### src/rtl/vga_timing_pkg.sv
// Shared VGA timing constants (640x480@60 defaults), receiver counter limits
// and the receiver FSM state type. The display generator uses the same package.
package vga_timing_pkg;

    localparam int H_SYNC_DEF   = 96;
    localparam int H_BACK_DEF   = 48;
    localparam int H_ACTIVE_DEF = 640;
    localparam int H_TOTAL_DEF  = 800;
    localparam int V_SYNC_DEF   = 2;
    localparam int V_BACK_DEF   = 33;
    localparam int V_ACTIVE_DEF = 480;
    localparam int V_TOTAL_DEF  = 525;

    localparam int H_CNT_W = 11;
    localparam int V_CNT_W = 10;

    localparam logic [H_CNT_W-1:0] H_CNT_MAX = 11'd2047;
    localparam logic [V_CNT_W-1:0] V_CNT_MAX = 10'd1023;

    typedef enum logic [1:0] {
        ST_SEARCH  = 2'd0,
        ST_MEASURE = 2'd1,
        ST_LOCKED  = 2'd2
    } rx_state_e;

endpackage

### src/rtl/vga_edge_det.sv
// Registers one sync input and flags its falling edge. Both flops reset high,
// so an input that is already low when reset releases produces one edge.
module vga_edge_det (
    input  logic clk,
    input  logic rst,
    input  logic sig_in,
    output logic fall
);

    logic sig_q, sig_d;
    logic prev_q, prev_d;

    // next-state: capture the pin, keep the previous registered copy
    always_comb begin
        sig_d  = sig_in;
        prev_d = sig_q;
    end

    // input and history registers
    always_ff @(posedge clk) begin
        if (rst) begin
            sig_q  <= 1'b1;
            prev_q <= 1'b1;
        end else begin
            sig_q  <= sig_d;
            prev_q <= prev_d;
        end
    end

    assign fall = prev_q & ~sig_q;

endmodule

### src/rtl/vga_sync_rx.sv
// VGA sync receiver: recovers pixel coordinates from hs/vs, checks the line
// and frame timing against the parameters and strobes active pixels once locked.
// Optional build macro: VGA_SYNC_RX_SUM_EN enables the per-frame pixel checksum.
//
// state      | meaning
// -----------+-----------------------------------------------------------
// ST_SEARCH  | waiting for a vs falling edge, no checking
// ST_MEASURE | one full frame of line/frame length checks before locking
// ST_LOCKED  | timing verified, pixels delivered, violations pulse err_pulse
module vga_sync_rx
    import vga_timing_pkg::*;
#(
    parameter int H_SYNC   = H_SYNC_DEF,
    parameter int H_BACK   = H_BACK_DEF,
    parameter int H_ACTIVE = H_ACTIVE_DEF,
    parameter int H_TOTAL  = H_TOTAL_DEF,
    parameter int V_SYNC   = V_SYNC_DEF,
    parameter int V_BACK   = V_BACK_DEF,
    parameter int V_ACTIVE = V_ACTIVE_DEF,
    parameter int V_TOTAL  = V_TOTAL_DEF
) (
    input  logic        clk,
    input  logic        rst,
    input  logic        vga_hs,
    input  logic        vga_vs,
    input  logic [7:0]  vga_rgb,
    output logic        pix_valid,
    output logic [9:0]  pix_x,
    output logic [9:0]  pix_y,
    output logic [7:0]  pix_data,
    output logic        frame_start,
    output logic        locked,
    output logic        err_pulse,
    output logic [15:0] frame_sum
);

    localparam logic [H_CNT_W-1:0] H_START  = H_CNT_W'(H_SYNC + H_BACK);
    localparam logic [H_CNT_W-1:0] H_END    = H_CNT_W'(H_SYNC + H_BACK + H_ACTIVE - 1);
    localparam logic [H_CNT_W-1:0] H_LEN_OK = H_CNT_W'(H_TOTAL - 1);
    localparam logic [V_CNT_W-1:0] V_START  = V_CNT_W'(V_SYNC + V_BACK);
    localparam logic [V_CNT_W-1:0] V_END    = V_CNT_W'(V_SYNC + V_BACK + V_ACTIVE - 1);
    localparam logic [V_CNT_W-1:0] V_LEN_OK = V_CNT_W'(V_TOTAL - 1);

    logic hs_fall, vs_fall;

    vga_edge_det u_hs_edge (
        .clk    (clk),
        .rst    (rst),
        .sig_in (vga_hs),
        .fall   (hs_fall)
    );

    vga_edge_det u_vs_edge (
        .clk    (clk),
        .rst    (rst),
        .sig_in (vga_vs),
        .fall   (vs_fall)
    );

    logic [7:0]         rgb_q, rgb_d;
    logic [H_CNT_W-1:0] h_cnt_q, h_cnt_d;
    logic [V_CNT_W-1:0] v_cnt_q, v_cnt_d;
    logic               hs_seen_q, hs_seen_d;
    rx_state_e          state_q, state_d;
    logic               err_q, err_d;
    logic               pix_valid_q, pix_valid_d;
    logic [9:0]         pix_x_q, pix_x_d;
    logic [9:0]         pix_y_q, pix_y_d;
    logic [7:0]         pix_data_q, pix_data_d;
    logic               frame_start_q, frame_start_d;

    logic line_bad, frame_bad, h_sat, timing_bad;
    logic active;

    // position counters; h_cnt_d/v_cnt_d describe the pixel currently in rgb_q
    always_comb begin
        rgb_d = vga_rgb;

        h_cnt_d = h_cnt_q;
        if (hs_fall) begin
            h_cnt_d = '0;
        end else if (h_cnt_q != H_CNT_MAX) begin
            h_cnt_d = h_cnt_q + 1'b1;
        end

        v_cnt_d = v_cnt_q;
        if (vs_fall) begin
            v_cnt_d = '0;
        end else if (hs_fall && (v_cnt_q != V_CNT_MAX)) begin
            v_cnt_d = v_cnt_q + 1'b1;
        end

        hs_seen_d = hs_seen_q | hs_fall;
    end

    // timing checks; a line is only measured once a previous hs edge was seen
    always_comb begin
        line_bad   = hs_fall && hs_seen_q && (h_cnt_q != H_LEN_OK);
        frame_bad  = vs_fall ? (v_cnt_q != V_LEN_OK)
                             : (hs_fall && (v_cnt_q == V_LEN_OK));
        h_sat      = (h_cnt_q == H_CNT_MAX);
        timing_bad = line_bad | frame_bad | h_sat;
    end

    // lock FSM next-state and error pulse
    always_comb begin
        state_d = state_q;
        err_d   = 1'b0;
        case (state_q)
            ST_SEARCH: begin
                if (vs_fall) state_d = ST_MEASURE;
            end
            ST_MEASURE: begin
                if (timing_bad)   state_d = ST_SEARCH;
                else if (vs_fall) state_d = ST_LOCKED;
            end
            ST_LOCKED: begin
                if (timing_bad) begin
                    state_d = ST_SEARCH;
                    err_d   = 1'b1;
                end
            end
            default: state_d = ST_SEARCH;
        endcase
    end

    // pixel outputs; gated by next state so they drop together with locked
    always_comb begin
        active = (h_cnt_d >= H_START) && (h_cnt_d <= H_END) &&
                 (v_cnt_d >= V_START) && (v_cnt_d <= V_END) &&
                 (state_d == ST_LOCKED);
        pix_valid_d   = active;
        pix_data_d    = pix_data_q;
        pix_x_d       = pix_x_q;
        pix_y_d       = pix_y_q;
        frame_start_d = active && (h_cnt_d == H_START) && (v_cnt_d == V_START);
        if (active) begin
            pix_data_d = rgb_q;
            pix_x_d    = 10'(h_cnt_d - H_START);
            pix_y_d    = 10'(v_cnt_d - V_START);
        end
    end

    // all state registers
    always_ff @(posedge clk) begin
        if (rst) begin
            rgb_q         <= '0;
            h_cnt_q       <= '0;
            v_cnt_q       <= '0;
            hs_seen_q     <= 1'b0;
            state_q       <= ST_SEARCH;
            err_q         <= 1'b0;
            pix_valid_q   <= 1'b0;
            pix_x_q       <= '0;
            pix_y_q       <= '0;
            pix_data_q    <= '0;
            frame_start_q <= 1'b0;
        end else begin
            rgb_q         <= rgb_d;
            h_cnt_q       <= h_cnt_d;
            v_cnt_q       <= v_cnt_d;
            hs_seen_q     <= hs_seen_d;
            state_q       <= state_d;
            err_q         <= err_d;
            pix_valid_q   <= pix_valid_d;
            pix_x_q       <= pix_x_d;
            pix_y_q       <= pix_y_d;
            pix_data_q    <= pix_data_d;
            frame_start_q <= frame_start_d;
        end
    end

    assign pix_valid   = pix_valid_q;
    assign pix_x       = pix_x_q;
    assign pix_y       = pix_y_q;
    assign pix_data    = pix_data_q;
    assign frame_start = frame_start_q;
    assign err_pulse   = err_q;
    assign locked      = (state_q == ST_LOCKED);

`ifdef VGA_SYNC_RX_SUM_EN
    localparam logic [9:0] H_LAST = 10'(H_ACTIVE - 1);
    localparam logic [9:0] V_LAST = 10'(V_ACTIVE - 1);

    logic [15:0] sum_acc_q, sum_acc_d;
    logic [15:0] frame_sum_q, frame_sum_d;

    // running sum restarts at pixel (0,0); result published after the last pixel
    always_comb begin
        sum_acc_d   = sum_acc_q;
        frame_sum_d = frame_sum_q;
        if (pix_valid_q) begin
            if (frame_start_q) begin
                sum_acc_d = {8'h00, pix_data_q};
            end else begin
                sum_acc_d = sum_acc_q + {8'h00, pix_data_q};
            end
            if ((pix_x_q == H_LAST) && (pix_y_q == V_LAST)) begin
                frame_sum_d = sum_acc_d;
            end
        end
    end

    // checksum registers
    always_ff @(posedge clk) begin
        if (rst) begin
            sum_acc_q   <= '0;
            frame_sum_q <= '0;
        end else begin
            sum_acc_q   <= sum_acc_d;
            frame_sum_q <= frame_sum_d;
        end
    end

    assign frame_sum = frame_sum_q;
`else
    assign frame_sum = '0;
`endif

endmodule

### config.mk
export PLATFORM = sky130hd
export DESIGN_NAME = vga_sync_rx
export DESIGN_NICKNAME = d
export VERILOG_FILES = /design/src/rtl/vga_timing_pkg.sv /design/src/rtl/vga_edge_det.sv /design/src/rtl/vga_sync_rx.sv
export SDC_FILE = /design/constraint.sdc
export NUM_CORES = 1
export LEC_CHECK = 0
export ABC_AREA = 1
export CORE_UTILIZATION = 58
export DETAILED_ROUTE_END_ITERATION = 8
export PLACE_DENSITY = 0.94
export REMOVE_ABC_BUFFERS = 1
export SYNTH_ARGS = -nofsm -noshare
export SYNTH_HDL_FRONTEND = slang
export SYNTH_HIERARCHICAL = 1
export SYNTH_SLANG_ARGS = --single-unit
### constraint.sdc
create_clock -name clk -period 4.38 [get_ports clk]
set_input_delay 0.876 -clock clk [delete_from_list [all_inputs] [get_ports clk]]
set_output_delay 0.876 -clock clk [all_outputs]
set_load 0.02 [all_outputs]
* Word level (Yosys, flattened, before mapping)
Index checks and enable logic that the tools add are counted.
W data, S select, Z words.
** Word-level totals
- Register bits :: 67
- Logic and storage cells :: 65
- Output and inout bits :: 48
** Operators by class
- Bitwise gates (word level) :: 8
- Reduce and logical (&&, ||, !) cells :: 12
- Order comparisons :: 4
- Equality and inequality tests :: 11
- Muxes and demuxes :: 11
- $add $sub $neg :: 4
** Operator list (number)
- $mux W11 :: 2
- $mux W10 :: 2
- $ne A10 B10 Y1 const B :: 2
- $add A11 B1 Y11 const B :: 1
- $eq A11 B11 Y1 const B :: 1
- $eq A11 B8 Y1 const B :: 1
- $ge A11 B8 Y1 const B :: 1
- $le A11 B10 Y1 const B :: 1
- $ne A11 B10 Y1 const B :: 1
- $ne A11 B11 Y1 const B :: 1
- $add A10 B1 Y10 const B :: 1
- $eq A10 B10 Y1 const B :: 1
- $eq A10 B6 Y1 const B :: 1
- $ge A10 B6 Y1 const B :: 1
- $le A10 B10 Y1 const B :: 1
- $logic_and A1 B1 Y1 :: 10
- $sub A10 B6 Y10 const B :: 1
- $sub A10 B8 Y10 const B :: 1
- $mux W2 :: 4
- $pmux W2 S3 :: 1
- $eq A2 B2 Y1 const B :: 2
- $not A1 Y1 :: 3
- $or A1 B1 Y1 :: 3
- $and A1 B1 Y1 :: 2
- other kinds (4) :: 5

* Depth between registers and ports, before layout
- Depth after elaboration :: 12
- Gate-level depth with buffers :: 23

* Modules after synthesis
The synthesis kept the hierarchy.
** Modules (own cells, without submodules)
- vga_sync_rx :: area an instance 3681.0 um^2, times used 1, sequential area each 1261.2 um^2, cells an instance 578
- vga_edge_det :: area an instance 66.3 um^2, times used 2, sequential area each 40.0 um^2, cells an instance 9

* Least setup slack after synthesis
Ideal clock, no wire load.
- Kind :: reg2reg
- Start point :: register v_cnt_q[0]
- End point :: register pix_x_q[4], in the netlist pix_x[4]
- Cell stages (with the launch flop) :: 23
- Path buffers :: 1
- Data required time :: 4.267 ns
- Data arrival time :: 2.418 ns
- Slack :: 1.849 ns
- Cells stage by stage :: dfxtp_1 ha_1 nand2_1 nor2_4 nand3_4 nand2_4 nor2_1 nor3_1 inv_1 ha_1 inv_1 nand4_1 nand2_1 nor2_1 nand2_1 nand2_1 inv_2 nor2_4 nand3_4 buf_6 nand2_1 nand2_1 nor2_1
** RTL lines
- from (decl) :: RTL line vga_sync_rx.sv:62 : logic [V_CNT_W-1:0] v_cnt_q, v_cnt_d;
- from (signal assigned) :: RTL line vga_sync_rx.sv:161 : v_cnt_q <= v_cnt_d;
- parallel branches: the longest is 2 deep, another holds $add A10 B1 Y10
- $mux W10 * :: RTL line vga_sync_rx.sv:89 : end else if (hs_fall && (v_cnt_q != V_CNT_MAX)) begin
- $mux W10 * :: RTL line vga_sync_rx.sv:87 : if (vs_fall) begin
- named net v_cnt_d[0] :: RTL line vga_sync_rx.sv:62
- $ge A10 B6 Y1 :: RTL line vga_sync_rx.sv:130 : (v_cnt_d >= V_START) && (v_cnt_d <= V_END) &&
- $logic_and A1 B1 Y1 :: RTL line vga_sync_rx.sv:129 : active = (h_cnt_d >= H_START) && (h_cnt_d <= H_END) &&
- $logic_and A1 B1 Y1 * (2 in series) :: RTL line vga_sync_rx.sv:130
- to (signal assigned) :: RTL line vga_sync_rx.sv:166 : pix_x_q <= pix_x_d;
- to (decl) :: RTL line vga_sync_rx.sv:67 : logic [9:0] pix_x_q, pix_x_d;
Mark *: on every way through the listed nets, which the timed path passes.
A chain may end at the register's enable or synchronous reset.

* Worst setup path in the final report
- Start point :: register h_cnt_q[1]
- End point :: register pix_data_q[3], in the netlist pix_data[3]
** Between the ends
- Longest elaborated chain between the ends :: 8
** Ends and longest elaborated chain
- from (decl) :: RTL line vga_sync_rx.sv:61 : logic [H_CNT_W-1:0] h_cnt_q, h_cnt_d;
- from (signal assigned) :: RTL line vga_sync_rx.sv:160 : h_cnt_q <= h_cnt_d;
- $add A11 B1 Y11 / $ne A11 B11 Y1 (equally long branches) :: RTL line vga_sync_rx.sv:83, vga_sync_rx.sv:82
- $mux W11 * :: RTL line vga_sync_rx.sv:82 : end else if (h_cnt_q != H_CNT_MAX) begin
- $mux W11 * :: RTL line vga_sync_rx.sv:80 : if (hs_fall) begin
- named net h_cnt_d[4] :: RTL line vga_sync_rx.sv:61
- $ge A11 B8 Y1 / $le A11 B10 Y1 (equally long branches) :: RTL line vga_sync_rx.sv:129
- $logic_and A1 B1 Y1 * (2 in series) :: RTL line vga_sync_rx.sv:129
- $logic_and A1 B1 Y1 * (2 in series) :: RTL line vga_sync_rx.sv:130
- to (signal assigned) :: RTL line vga_sync_rx.sv:168 : pix_data_q <= pix_data_d;
- to (decl) :: RTL line vga_sync_rx.sv:69 : logic [7:0] pix_data_q, pix_data_d;
The timed path passes the listed nets; every way through them passes the cells marked *.

==> impl_results.md <==
* Compound-gate portion of the synthesized area at 2.92%
* First-pass GRT wire length at around 14 mm
* Most frequent cell after synthesis: nand2_1
* CTS tree: done
* # nets final at 655
* Top cells by count, synth: nand2_1, nor2_1, inv_1
* CP startpoint kind: register
* CP arrival at around 3500 ps
* CP most frequent cell: nand2_1
* Share of flip-flops with an asynchronous set or reset at 0%
* Distinct cells, synth at 34
* CP endpoint kind: register
* Placed Area at 4190 µm²
* # setup viols final at 0
* Final Instance Area at roughly 4400 µm²
* Core area at between 6000 and 7000 µm²
* WHS Path Cells at 2
* Synth Warn # at 6
* Mean routed wirelength per cell at approximately 11 µm
* Clock-pin slew on the worst setup and hold paths at ~70 ps
* Simple-gate portion of the synthesized area at between 40% and 50%
* Most used DFF post-synth: dfxtp_1
* Min-delay src: u_hs_edge/prev_d
* Initial detailed-routing violation count at around 150
* Worst vdd ir at ~270 µV
* DRC at 0
* Sink Count at between 60 and 70
* CTS buffer count at 9
* Mean Syn Cell Area at 6.40 µm²
* Crit path kind: register to register
* Dominant cells by area after synthesis: dfxtp_1, nand2_1, nor2_1, inv_1, nand3_1
* Worst Reg-to-Reg Cells at 18
* FF+latch count, synth at 67
* Slew margin rel. at 41.5%
* Share of cells above drive strength 1 at 7.97%
* Xor/xnor share of the synthesized area at under 10%
* Clock Path Buffers at 2
* I/O pins at 60
* Antenna Nets Post-Route at 0
* Flop pwr share at between 50% and 60%
* Cells after Synth at 596
* Internal power at ~0.87 mW
* Initial antenna violation count at 0
* PortBufs at between 40 and 50
* Outcome: finished, final reports clean
* H-tree levels at 3
* Max cap viols at 0
* Final min period at ~3200 ps
* HP Class: register to register
* Post-placement cell count at approximately 700
* Mapped Area at between 3000 and 4000 µm²
* Post-Route Utilization at between 60% and 70%
* Largest family of logic cells by synthesized area: simple AND/OR/NAND/NOR gates
* Post-synth EDFFs at 0
* CTS resizes at 0
* Vias in the first global route at about 3,300
* GPL Wtd Cong at about 0.90
* Die area at between 6000 and 7000 µm²
* Largest net degree at the start of global routing at between 50 and 60
* Post-CTS Setup Inserts at 0
* Global router's overall resource usage at roughly 24%
* Post-synthesis mux area share at 0%
* Clock Power Share at between 30 and 40%
* Vias per Instance at ~5
* CTS root buffer: clkbuf_8
* Congestion Overflow GR at 0
* Crit path max-delay cell type: nand3_4
* Router iterations before antenna repair at 5
* Vias at approximately 3,600
* Adder-cell share of the synthesized area at around 2.6%
* Max Transition Viols Final at 0
* Non-filler instance count after layout at 717
* Power after layout at 1.17 mW
* Clock latency on the worst-skew pair at ~340 ps
* Sw frac at 26.1%
* Worst-margin pin slew at just under 900 ps
* Critical path peak fanout at 52
* Antenna cells at 0
* CTS Hold Bufs at 0
* TNS Setup at 0 ps
* Delay of the slowest critical-path stage at ~440 ps
* Synth area leader: dfxtp_1
* Std-Cell Rows at 29
* Data required, critical path at between 4000 and 5000 ps
* Static leakage at between 2 and 2.5 nW
* Period Utilization, post-route at between 70% and 80%
* Die width at between 80 and 90 µm
* Drt total wl at slightly above 8 mm
* Psw at just over 0.3 mW
* Register area share after synthesis at a little over a third
* Unrepaired setup endpoints after global routing: no
* Worst-path cell chain: ha_1 -> inv_1 -> nor2_4 -> nand3_2 -> nand2_1 -> nand2_2 -> inv_1 -> ha_1 -> inv_1 -> nor2_1 -> nand2_1 -> nand3_1 -> nand2_1 -> nor2_4 -> nand3_4 -> nand2_1 -> nand2_1 -> nor2_1
* PwrDens at about 270 nW/µm²
* Yosys top cell area share at a little over a third
* CP Launch Point: h_cnt_q[1]
* Combinational share of power at between 7 and 8%
* Hold Vio Cnt, Final at 0
* HPWL after detailed placement at just under 6 mm
* Max Fclk at approximately 310 MHz
* Final Skew at between 7 and 8 ps
* Layout area overhead at 14.6%
* Starting Density at about three fifths
* RR Startpoint: h_cnt_q[1]
* Height of the die at 83.1 µm
[through the flow]
step                setup WS [ps]  hold slack [ps]
floorplan                    1710              404
global placement             1350              413
detailed placement           1280              422
CTS                          1200              436
global route                  829              457
finish                       1190              431
[routing by layer]
metal / vias up / share of wire [%] / track usage [%]
met1: 1622 / 42 / 27.6
met2: 112 / 50 / 43.9
met3: 18 / 5.6 / 4.37
met5: - / 0 / 0
li1: 1827 / - / -
met4: 0 / 2.0 / 12.4
[registers in the layout, summed over array words and instances (netlist names)]
register	count
pix_valid	1
state_q	2
u_hs_edge/prev_d	1
pix_y	10
frame_start	1
h_cnt_q	11
hs_seen_q	1
v_cnt_q	10
rgb_q	8
pix_x	10
u_hs_edge/prev_q	1
pix_data	8
err_pulse	1
u_vs_edge/prev_d	1
u_vs_edge/prev_q	1
[layout make-up]
cell class	count	area (µm²)
tap	77	96.3
clock inverter	6	41.3
inverter	109	410
timing repair buffer	45	445
fill	487	1980
clock buffer	10	138
multi-input combinational	403	1900
sequential	67	1340
[cell families after synthesis]
family                     count (synthesis)
buffers and inverters                    141
other                                      1
DFF                                       67
AOI/OAI and AO/OA                         21
xor gates and xnor gates                  10
and+or+nand+nor                          348
adders and majority gates                  8
[final timing paths]
path                                    endpoint  slack (ps)
worst max-delay path                 pix_data[3]        1190
worst min-delay path            u_hs_edge/prev_q         430
worst max register to register       pix_data[3]        1190
worst min register to register  u_hs_edge/prev_q         430
[cells in the final DEF, fill, tap and decap left out, drive strengths merged, types with 2 or more instances in the layout]
cell and n:
nand2 161, o21ai 12, a21oi 6, nor2 121
clkinvlp 3, clkinv 5, dfxtp 67, nand3 48
conb 16, inv 107, nand4 5, buf 2
xnor2 2, xor2 8, clkdlybuf4s50 43, nor3 9
clkbuf 10, ha 8
[power by group through the flow]
stage | clock [mW] | combinational (mW) | sequential, mW
2_1_floorplan | 0 | 0.0628 | 0.638
6_report | 0.456 | 0.0930 | 0.626
5_1_grt | 0.492 | 0.105 | 0.627
3_5_place_dp | 0 | 0.0917 | 0.640
4_1_cts | 0.464 | 0.0925 | 0.626
3_3_place_gp | 0 | 0.0896 | 0.639
[critical path: cells and delay by family, from the launching register on]
family	cells	cell delay [ps]
and+or+nand+nor	13	2070
adders and majority gates	2	380
buffers and inverters	3	280
DFF	1	380
(Power assumes the default switching activity.)
